## src/rtl/localbus_uart.sv

```systemverilog
// localbus_uart: local-bus UART slave with TX/RX FIFOs, serializer/deserializer and baud divisor.
// Define UART_LOOPBACK_EN to add the STATUS[8] loop bit that feeds uart_tx back into the RX path.
module localbus_uart_fifo #(
    parameter int W     = 8,
    parameter int DEPTH = 16
) (
    input  logic         clk,
    input  logic         rst_n,
    input  logic         push,
    input  logic         pop,
    input  logic [W-1:0] din,
    output logic [W-1:0] dout,
    output logic         full,
    output logic         empty
);
    localparam int AW = $clog2(DEPTH);

    logic [W-1:0]  mem [DEPTH];
    logic [AW-1:0] wptr, rptr;
    logic [AW:0]   count;
    logic          do_push, do_pop;

    // Full/empty come from the registered count, so a same-cycle push+pop sees start-of-cycle flags.
    assign full    = (count == (AW+1)'(DEPTH));
    assign empty   = (count == '0);
    assign do_push = push & ~full;
    assign do_pop  = pop & ~empty;
    assign dout    = mem[rptr];

    always_ff @(posedge clk) begin
        if (do_push) mem[wptr] <= din;
    end

    always_ff @(posedge clk or negedge rst_n) begin
        if (!rst_n) begin
            wptr  <= '0;
            rptr  <= '0;
            count <= '0;
        end else begin
            if (do_push) wptr <= AW'(wptr + 1);
            if (do_pop)  rptr <= AW'(rptr + 1);
            case ({do_push, do_pop})
                2'b10:   count <= (AW+1)'(count + 1);
                2'b01:   count <= (AW+1)'(count - 1);
                default: count <= count;
            endcase
        end
    end
endmodule

module localbus_uart #(
    parameter int XLEN        = 32,
    parameter int AWIDTH      = 14,
    parameter int FIFO_DEPTH  = 16,
    parameter int DEFAULT_DIV = 434
) (
    input  logic              clk,
    input  logic              rst_n,
    input  logic              sel,
    input  logic [AWIDTH-1:0] addr,
    input  logic [XLEN-1:0]   wdata,
    input  logic [2:0]        we,
    output logic [XLEN-1:0]   rdata,
    output logic              uart_tx,
    input  logic              uart_rx,
    output logic              irq
);
    typedef enum logic [1:0] {S_IDLE, S_START, S_DATA, S_STOP} uart_state_t;

    logic       wr, wr_tx, wr_rx, wr_st, wr_div;
    logic [1:0] reg_sel;
    logic       unused_bits;

    assign reg_sel     = addr[3:2];
    assign wr          = sel & (we != 3'b000);
    assign wr_tx       = wr & (reg_sel == 2'd0);
    assign wr_rx       = wr & (reg_sel == 2'd1);
    assign wr_st       = wr & (reg_sel == 2'd2);
    assign wr_div      = wr & (reg_sel == 2'd3);
    assign unused_bits = ^{addr[AWIDTH-1:4], addr[1:0], wdata[XLEN-1:16]};

    logic [15:0] baud_div;

    always_ff @(posedge clk or negedge rst_n) begin
        if (!rst_n)      baud_div <= 16'(DEFAULT_DIV);
        else if (wr_div) baud_div <= (wdata[15:0] < 16'd2) ? 16'd2 : wdata[15:0];
    end

    // ---------------- TX path ----------------
    logic        tx_full, tx_empty, tx_pop, tx_load, tx_last, tx_busy;
    logic [7:0]  tx_head;
    uart_state_t tx_state, tx_state_nxt;
    logic [15:0] tx_cnt, tx_cnt_nxt, tx_div, tx_div_nxt;
    logic [2:0]  tx_bit, tx_bit_nxt;
    logic [7:0]  tx_sh, tx_sh_nxt;
    logic        tx_line, tx_line_nxt;

    localbus_uart_fifo #(.W(8), .DEPTH(FIFO_DEPTH)) u_tx_fifo (
        .clk(clk), .rst_n(rst_n), .push(wr_tx), .pop(tx_pop), .din(wdata[7:0]),
        .dout(tx_head), .full(tx_full), .empty(tx_empty)
    );

    assign tx_last = (tx_cnt == tx_div - 16'd1);
    // Loading straight out of STOP keeps back-to-back frames free of an idle clock.
    assign tx_load = ((tx_state == S_IDLE) | ((tx_state == S_STOP) & tx_last)) & ~tx_empty;
    assign tx_busy = (tx_state != S_IDLE) | ~tx_empty;

    always_comb begin
        tx_state_nxt = tx_state;
        tx_cnt_nxt   = tx_cnt + 16'd1;
        tx_div_nxt   = tx_div;
        tx_bit_nxt   = tx_bit;
        tx_sh_nxt    = tx_sh;
        tx_pop       = 1'b0;
        case (tx_state)
            S_IDLE:  tx_cnt_nxt = '0;
            S_START: if (tx_last) begin
                tx_cnt_nxt   = '0;
                tx_bit_nxt   = '0;
                tx_state_nxt = S_DATA;
            end
            S_DATA:  if (tx_last) begin
                tx_cnt_nxt = '0;
                tx_sh_nxt  = tx_sh >> 1;
                tx_bit_nxt = tx_bit + 3'd1;
                if (tx_bit == 3'd7) tx_state_nxt = S_STOP;
            end
            S_STOP:  if (tx_last) begin
                tx_cnt_nxt   = '0;
                tx_state_nxt = S_IDLE;
            end
            default: tx_state_nxt = S_IDLE;
        endcase
        if (tx_load) begin
            tx_pop       = 1'b1;
            tx_sh_nxt    = tx_head;
            tx_div_nxt   = baud_div;
            tx_cnt_nxt   = '0;
            tx_state_nxt = S_START;
        end
        case (tx_state_nxt)
            S_START: tx_line_nxt = 1'b0;
            S_DATA:  tx_line_nxt = tx_sh_nxt[0];
            default: tx_line_nxt = 1'b1;
        endcase
    end

    always_ff @(posedge clk or negedge rst_n) begin
        if (!rst_n) begin
            tx_state <= S_IDLE;
            tx_cnt   <= '0;
            tx_div   <= 16'(DEFAULT_DIV);
            tx_bit   <= '0;
            tx_sh    <= '0;
            tx_line  <= 1'b1;
        end else begin
            tx_state <= tx_state_nxt;
            tx_cnt   <= tx_cnt_nxt;
            tx_div   <= tx_div_nxt;
            tx_bit   <= tx_bit_nxt;
            tx_sh    <= tx_sh_nxt;
            tx_line  <= tx_line_nxt;
        end
    end

    assign uart_tx = tx_line;

    // ---------------- RX path ----------------
    logic rx_in;
`ifdef UART_LOOPBACK_EN
    logic loop;

    always_ff @(posedge clk or negedge rst_n) begin
        if (!rst_n)     loop <= 1'b0;
        else if (wr_st) loop <= wdata[8];
    end

    assign rx_in = loop ? tx_line : uart_rx;
`else
    assign rx_in = uart_rx;
`endif

    logic [1:0]  rx_sync;
    logic        rx_prev, rx_s, rx_fall;
    logic        rx_full, rx_empty, rx_valid, rx_push, rx_mid;
    logic        set_ovr, set_ferr, rx_ovr, frame_err;
    logic [7:0]  rx_head;
    uart_state_t rx_state, rx_state_nxt;
    logic [15:0] rx_cnt, rx_cnt_nxt, rx_div, rx_div_nxt;
    logic [2:0]  rx_bit, rx_bit_nxt;
    logic [7:0]  rx_sh, rx_sh_nxt;

    // Synchronizer and edge history reset high so no false start edge follows reset.
    always_ff @(posedge clk or negedge rst_n) begin
        if (!rst_n) begin
            rx_sync <= 2'b11;
            rx_prev <= 1'b1;
        end else begin
            rx_sync <= {rx_sync[0], rx_in};
            rx_prev <= rx_sync[1];
        end
    end

    assign rx_s    = rx_sync[1];
    assign rx_fall = rx_prev & ~rx_s;
    assign rx_mid  = (rx_cnt == rx_div - 16'd1);

    localbus_uart_fifo #(.W(8), .DEPTH(FIFO_DEPTH)) u_rx_fifo (
        .clk(clk), .rst_n(rst_n), .push(rx_push), .pop(wr_rx), .din(rx_sh),
        .dout(rx_head), .full(rx_full), .empty(rx_empty)
    );

    assign rx_valid = ~rx_empty;
    assign irq      = rx_valid;

    always_comb begin
        rx_state_nxt = rx_state;
        rx_cnt_nxt   = rx_cnt + 16'd1;
        rx_div_nxt   = rx_div;
        rx_bit_nxt   = rx_bit;
        rx_sh_nxt    = rx_sh;
        rx_push      = 1'b0;
        set_ovr      = 1'b0;
        set_ferr     = 1'b0;
        case (rx_state)
            S_IDLE: begin
                rx_cnt_nxt = '0;
                if (rx_fall) begin
                    rx_div_nxt   = baud_div;
                    rx_state_nxt = S_START;
                end
            end
            // Mid-start resample rejects glitches shorter than half a bit.
            S_START: if (rx_cnt == (rx_div >> 1) - 16'd1) begin
                rx_cnt_nxt = '0;
                rx_bit_nxt = '0;
                rx_state_nxt = rx_s ? S_IDLE : S_DATA;
            end
            S_DATA: if (rx_mid) begin
                rx_cnt_nxt = '0;
                rx_sh_nxt  = {rx_s, rx_sh[7:1]};
                rx_bit_nxt = rx_bit + 3'd1;
                if (rx_bit == 3'd7) rx_state_nxt = S_STOP;
            end
            S_STOP: if (rx_mid) begin
                rx_cnt_nxt   = '0;
                rx_state_nxt = S_IDLE;
                if (!rx_s)        set_ferr = 1'b1;
                else if (rx_full) set_ovr  = 1'b1;
                else              rx_push  = 1'b1;
            end
            default: rx_state_nxt = S_IDLE;
        endcase
    end

    always_ff @(posedge clk or negedge rst_n) begin
        if (!rst_n) begin
            rx_state  <= S_IDLE;
            rx_cnt    <= '0;
            rx_div    <= 16'(DEFAULT_DIV);
            rx_bit    <= '0;
            rx_sh     <= '0;
            rx_ovr    <= 1'b0;
            frame_err <= 1'b0;
        end else begin
            rx_state <= rx_state_nxt;
            rx_cnt   <= rx_cnt_nxt;
            rx_div   <= rx_div_nxt;
            rx_bit   <= rx_bit_nxt;
            rx_sh    <= rx_sh_nxt;
            // Sticky set beats a same-cycle write-1-to-clear.
            if (set_ovr)                   rx_ovr <= 1'b1;
            else if (wr_st & wdata[5])     rx_ovr <= 1'b0;
            if (set_ferr)                  frame_err <= 1'b1;
            else if (wr_st & wdata[6])     frame_err <= 1'b0;
        end
    end

    // ---------------- Read mux ----------------
    always_comb begin
        rdata = '0;
        if (sel) begin
            case (reg_sel)
                2'd1: begin
                    rdata[8]   = rx_valid;
                    rdata[7:0] = rx_valid ? rx_head : 8'h00;
                end
                2'd2: begin
                    rdata[6:0] = {frame_err, rx_ovr, tx_busy, rx_full, rx_valid, tx_empty, tx_full};
`ifdef UART_LOOPBACK_EN
                    rdata[8]   = loop;
`endif
                end
                2'd3:    rdata[15:0] = baud_div;
                default: rdata = '0;
            endcase
        end
    end
endmodule

```

## config.mk

```make
export PLATFORM = sky130hd
export DESIGN_NAME = localbus_uart
export DESIGN_NICKNAME = d
export VERILOG_FILES = /design/src/rtl/localbus_uart.sv
export SDC_FILE = /design/constraint.sdc
export NUM_CORES = 1
export LEC_CHECK = 0
export CELL_PAD_IN_SITES_DETAIL_PLACEMENT = 1
export CELL_PAD_IN_SITES_GLOBAL_PLACEMENT = 2
export CORE_ASPECT_RATIO = 0.7
export CORE_UTILIZATION = 42
export CTS_CLUSTER_SIZE = 40
export DETAILED_ROUTE_END_ITERATION = 16
export PLACE_DENSITY_LB_ADDON = 0.1
export SYNTH_ARGS = -nofsm -noshare
export SYNTH_HDL_FRONTEND = slang
export SYNTH_SLANG_ARGS = --single-unit
```

## constraint.sdc

```tcl
create_clock -name clk -period 6.45 [get_ports clk]
set_input_delay 1.29 -clock clk [delete_from_list [all_inputs] [get_ports clk]]
set_output_delay 1.29 -clock clk [all_outputs]
set_load 0.03 [all_outputs]
```

==> results.toml <==
[floorplan]
num_io_pins = 87
core_mm2 = 0.0427
start_util_pct = 43.0
die_x_um = 252
num_rows = 63
die_h_um = 177
dieArea_mm2 = 0.0446

[pwr]
peakVddDrop_mv = 0.273
leakage_nw = 7.49
power.density_mw_per_mm2 = 395

[clock_tree]
cts.sinks = 394
cts-root-buf = "clkbuf_16"
cts_resized = 0
clockBufferDepth = 3
htree_num_levels = 2
cts_tree = "yes"
cts.clk_slew.worst_paths_ns = 0.06
cts_setup_buffers = 0
cts_buffers = 40
cts_hold_buf = 0
insertion_delay_ns = 0.57

[placed_design]
port_buffers = 42
hpwl_um = 30200
globalplace.congestion = 0.781

[layout]
syn2layout_area_growth_pct = 13.0
final_net_count = 1463
antennaDiodeCount = 0
drive_above_1_share_pct = 17.4
utilization_pct = 48.6

[sta]
grt_setup_unrepaired = "no"
finalHoldViolCount = 0
finalMaxSlewViolations = 0
period_minus_slack_ns = 5.11
timing.setup.tns_ns = 0
worst_pin_slew_ns = 1.22
fin_worst_skew_ns = 0.0268
period_share_pct = 79.2
finalSetupViolCount = 0
fmax_mhz = 196
relSlewSlack_pct = 18.0

[global_routing]
grt_pass1_wl_um = 69800
first_global_vias = 11200
grt_start_max_net_pins = 58
overflow = 0
grt_usage_pct = 20.7
antenna_found_initial = 0

[route]
drc = 0
wirelength_um = 44700
vias = 10900
drt-vias-per-instance = 5.46
detail-route-antenna-nets = 0
drt_iter0_markers = 767
wire_per_inst_um = 22.3
drtPass1Iterations = 4

[yosys]
synth.largest_area_cell = "edfxtp_1"
synth_seq_area_share_pct = 60.8
ys_ff_latch = 394
postSynthAreaPerCell_um2 = 13.7
synthArstFlopShare_pct = 35.0
synthFlopType = "edfxtp_1"
synth_edf_count = 256
postSynthCellCount = 1344
yosysTopAreaCellShare_pct = 41.9
yosysUniqueCellTypes = 82
synth_area_mm2 = 0.0184
synth.area.top_cells = "edfxtp_1 (42%), dfrtp_1 (16%), mux4_2 (6.3%)"
yosys_warnings = 0

[critical_path]
end_kind = "primary output"
r2r_cells = 16
path_class = "reg2out"
cp.arrival_ns = 3.82
start_kind = "flip-flop"
crit_required_ns = 5.16
path_max_fanout = 17

[run]
cap_violations = 0

[status]
status = "finished, final reports clean"

[min_path]
hold_path.class = "reg2reg"
whs_path_depth = 0
-- cell type report --
cell class              instances  area, um2
clock inverters                17        189
fillers                      4305      22000
multi-input cells             847       6730
well taps                     585        732
inverters                      28        105
clock buffers                  57       1170
flip-flops and latches        394      11200
repair buffers                 74        662
-- flip-flops by register name, indices dropped and copies added, names as in the netlist, 8 cells and up, named ones only --
register       count
u_rx_fifo.mem    128
u_tx_fifo.mem    128
baud_div          16
rx_cnt            16
rx_div            16
tx_cnt            16
tx_div            16
rx_sh              8
tx_sh              8
-- cells in the final DEF (no fill, tap or decap), drive strengths merged, types with 8 or more instances in the layout --
| cell type | count |
|---|---|
| nor2 | 88 |
| dfrtp | 119 |
| nor4 | 20 |
| a22oi | 8 |
| and2 | 16 |
| xnor2 | 65 |
| clkbuf | 57 |
| xor2 | 43 |
| dfstp | 19 |
| nor3 | 29 |
| o22ai | 8 |
| buf | 33 |
| ha | 25 |
| and3 | 18 |
| a21oi | 35 |
| nand4 | 15 |
| mux2i | 51 |
| a211oi | 9 |
| o21ai | 33 |
| o221ai | 15 |
| nand2 | 90 |
| nand3 | 29 |
| nand2b | 12 |
| a31oi | 8 |
| edfxtp | 256 |
| inv | 29 |
| mux4 | 51 |
| nor2b | 30 |
| mux2 | 57 |
| clkinv | 12 |
| clkdlybuf4s50 | 41 |
| conb | 16 |
| or3 | 8 |
-- final timing paths --
check / to / start / slack (ns)
worst min register to register: rx_sync[1]$_DFF_PN1_ / rx_sync[0]$_DFF_PN1_ / 0.36
min in group asynchronous: u_tx_fifo.rptr[2]$_DFFE_PN0P_ / rst_n / 0.69
worst max-delay path: rdata[3] / u_rx_fifo.rptr[0]$_DFFE_PN0P_ / 1.34
worst min-delay path: rx_sync[1]$_DFF_PN1_ / rx_sync[0]$_DFF_PN1_ / 0.36
max in group asynchronous: rx_cnt[0]$_DFF_PN0_ / rst_n / 4.66
worst max register to register: u_tx_fifo.count[4]$_DFFE_PN0P_ / tx_div[3]$_DFFE_PN0N_ / 1.41
-- synth_stat cells, drive strengths merged, types with 16 or more instances --
cell	instances
nor3	29
and2	16
buf	40
mux4	51
clkbuf	50
nor2b	30
and3	18
dfrtp	119
edfxtp	256
nand2	90
nor4	20
nor2	88
mux2	57
mux2i	51
nand3	29
xnor2	65
o21ai	33
xor2	43
dfstp	19
a21oi	35
inv	27
ha	25
-- kinds of logic after synthesis --
logic type	synth area share, %
DFF	60.8
and+or+nand+nor	10.7
AOI/OAI and AO/OA	6.08
muxes	12.5
buffers and inverters	2.99
xor gates and xnor gates	5.15
adders and majority gates	1.70
other	0.0204
-- report_power, final --
part / leakage [nW] / total (W) / switching, W / internal, W
logic: 2.75 / 0.00223 / 0.00120 / 0.00103
clock network: 0.668 / 0.00242 / 0.00103 / 0.00139
registers: 4.08 / 0.00354 / 0.000564 / 0.00298
total: 7.49 / 0.00820 / 0.00280 / 0.00540
-- stage by stage --
step	total power, W	cell area [um2]	hold WS [ns]	std cells	worst slack [ns]
finish	0.00820	20700	0.357	2002	1.34
global route	0.00865	20700	0.363	2002	1.02
CTS	0.00829	20700	0.359	2002	1.20
detailed placement	0.00584	19400	0.350	1928	1.37
global placement	0.00579	19400	0.348	1928	1.42
floorplan	0.00514	18400	0.345	1359	2.45
-- routing by layer --
| metal | part of all wire, % | global-route usage (%) | vias up | wire length [um] |
|---|---|---|---|---|
| met2 | 44 | 30.6 | 156 | 19500 |
| met4 | 2.2 | 5.28 | 0 | 969 |
| met1 | 51 | 31.8 | 5637 | 22700 |
| met3 | 3.3 | 2.87 | 69 | 1470 |
| li1 | - | - | 5065 | - |
| met5 | 0 | 0 | - | 0 |
-- critical path, cell delays in order (launching register included) --
cell	delay, ns
dfrtp_2	0.77
buf_4	0.33
mux4_2	0.51
nor2b_1	0.14
a211oi_1	0.43
a21oi_1	0.10
a22oi_1	0.23
nor2b_1	0.12
clkdlybuf4s50_1	0.62
No activity file was read; power rests on OpenSTA's default activity.
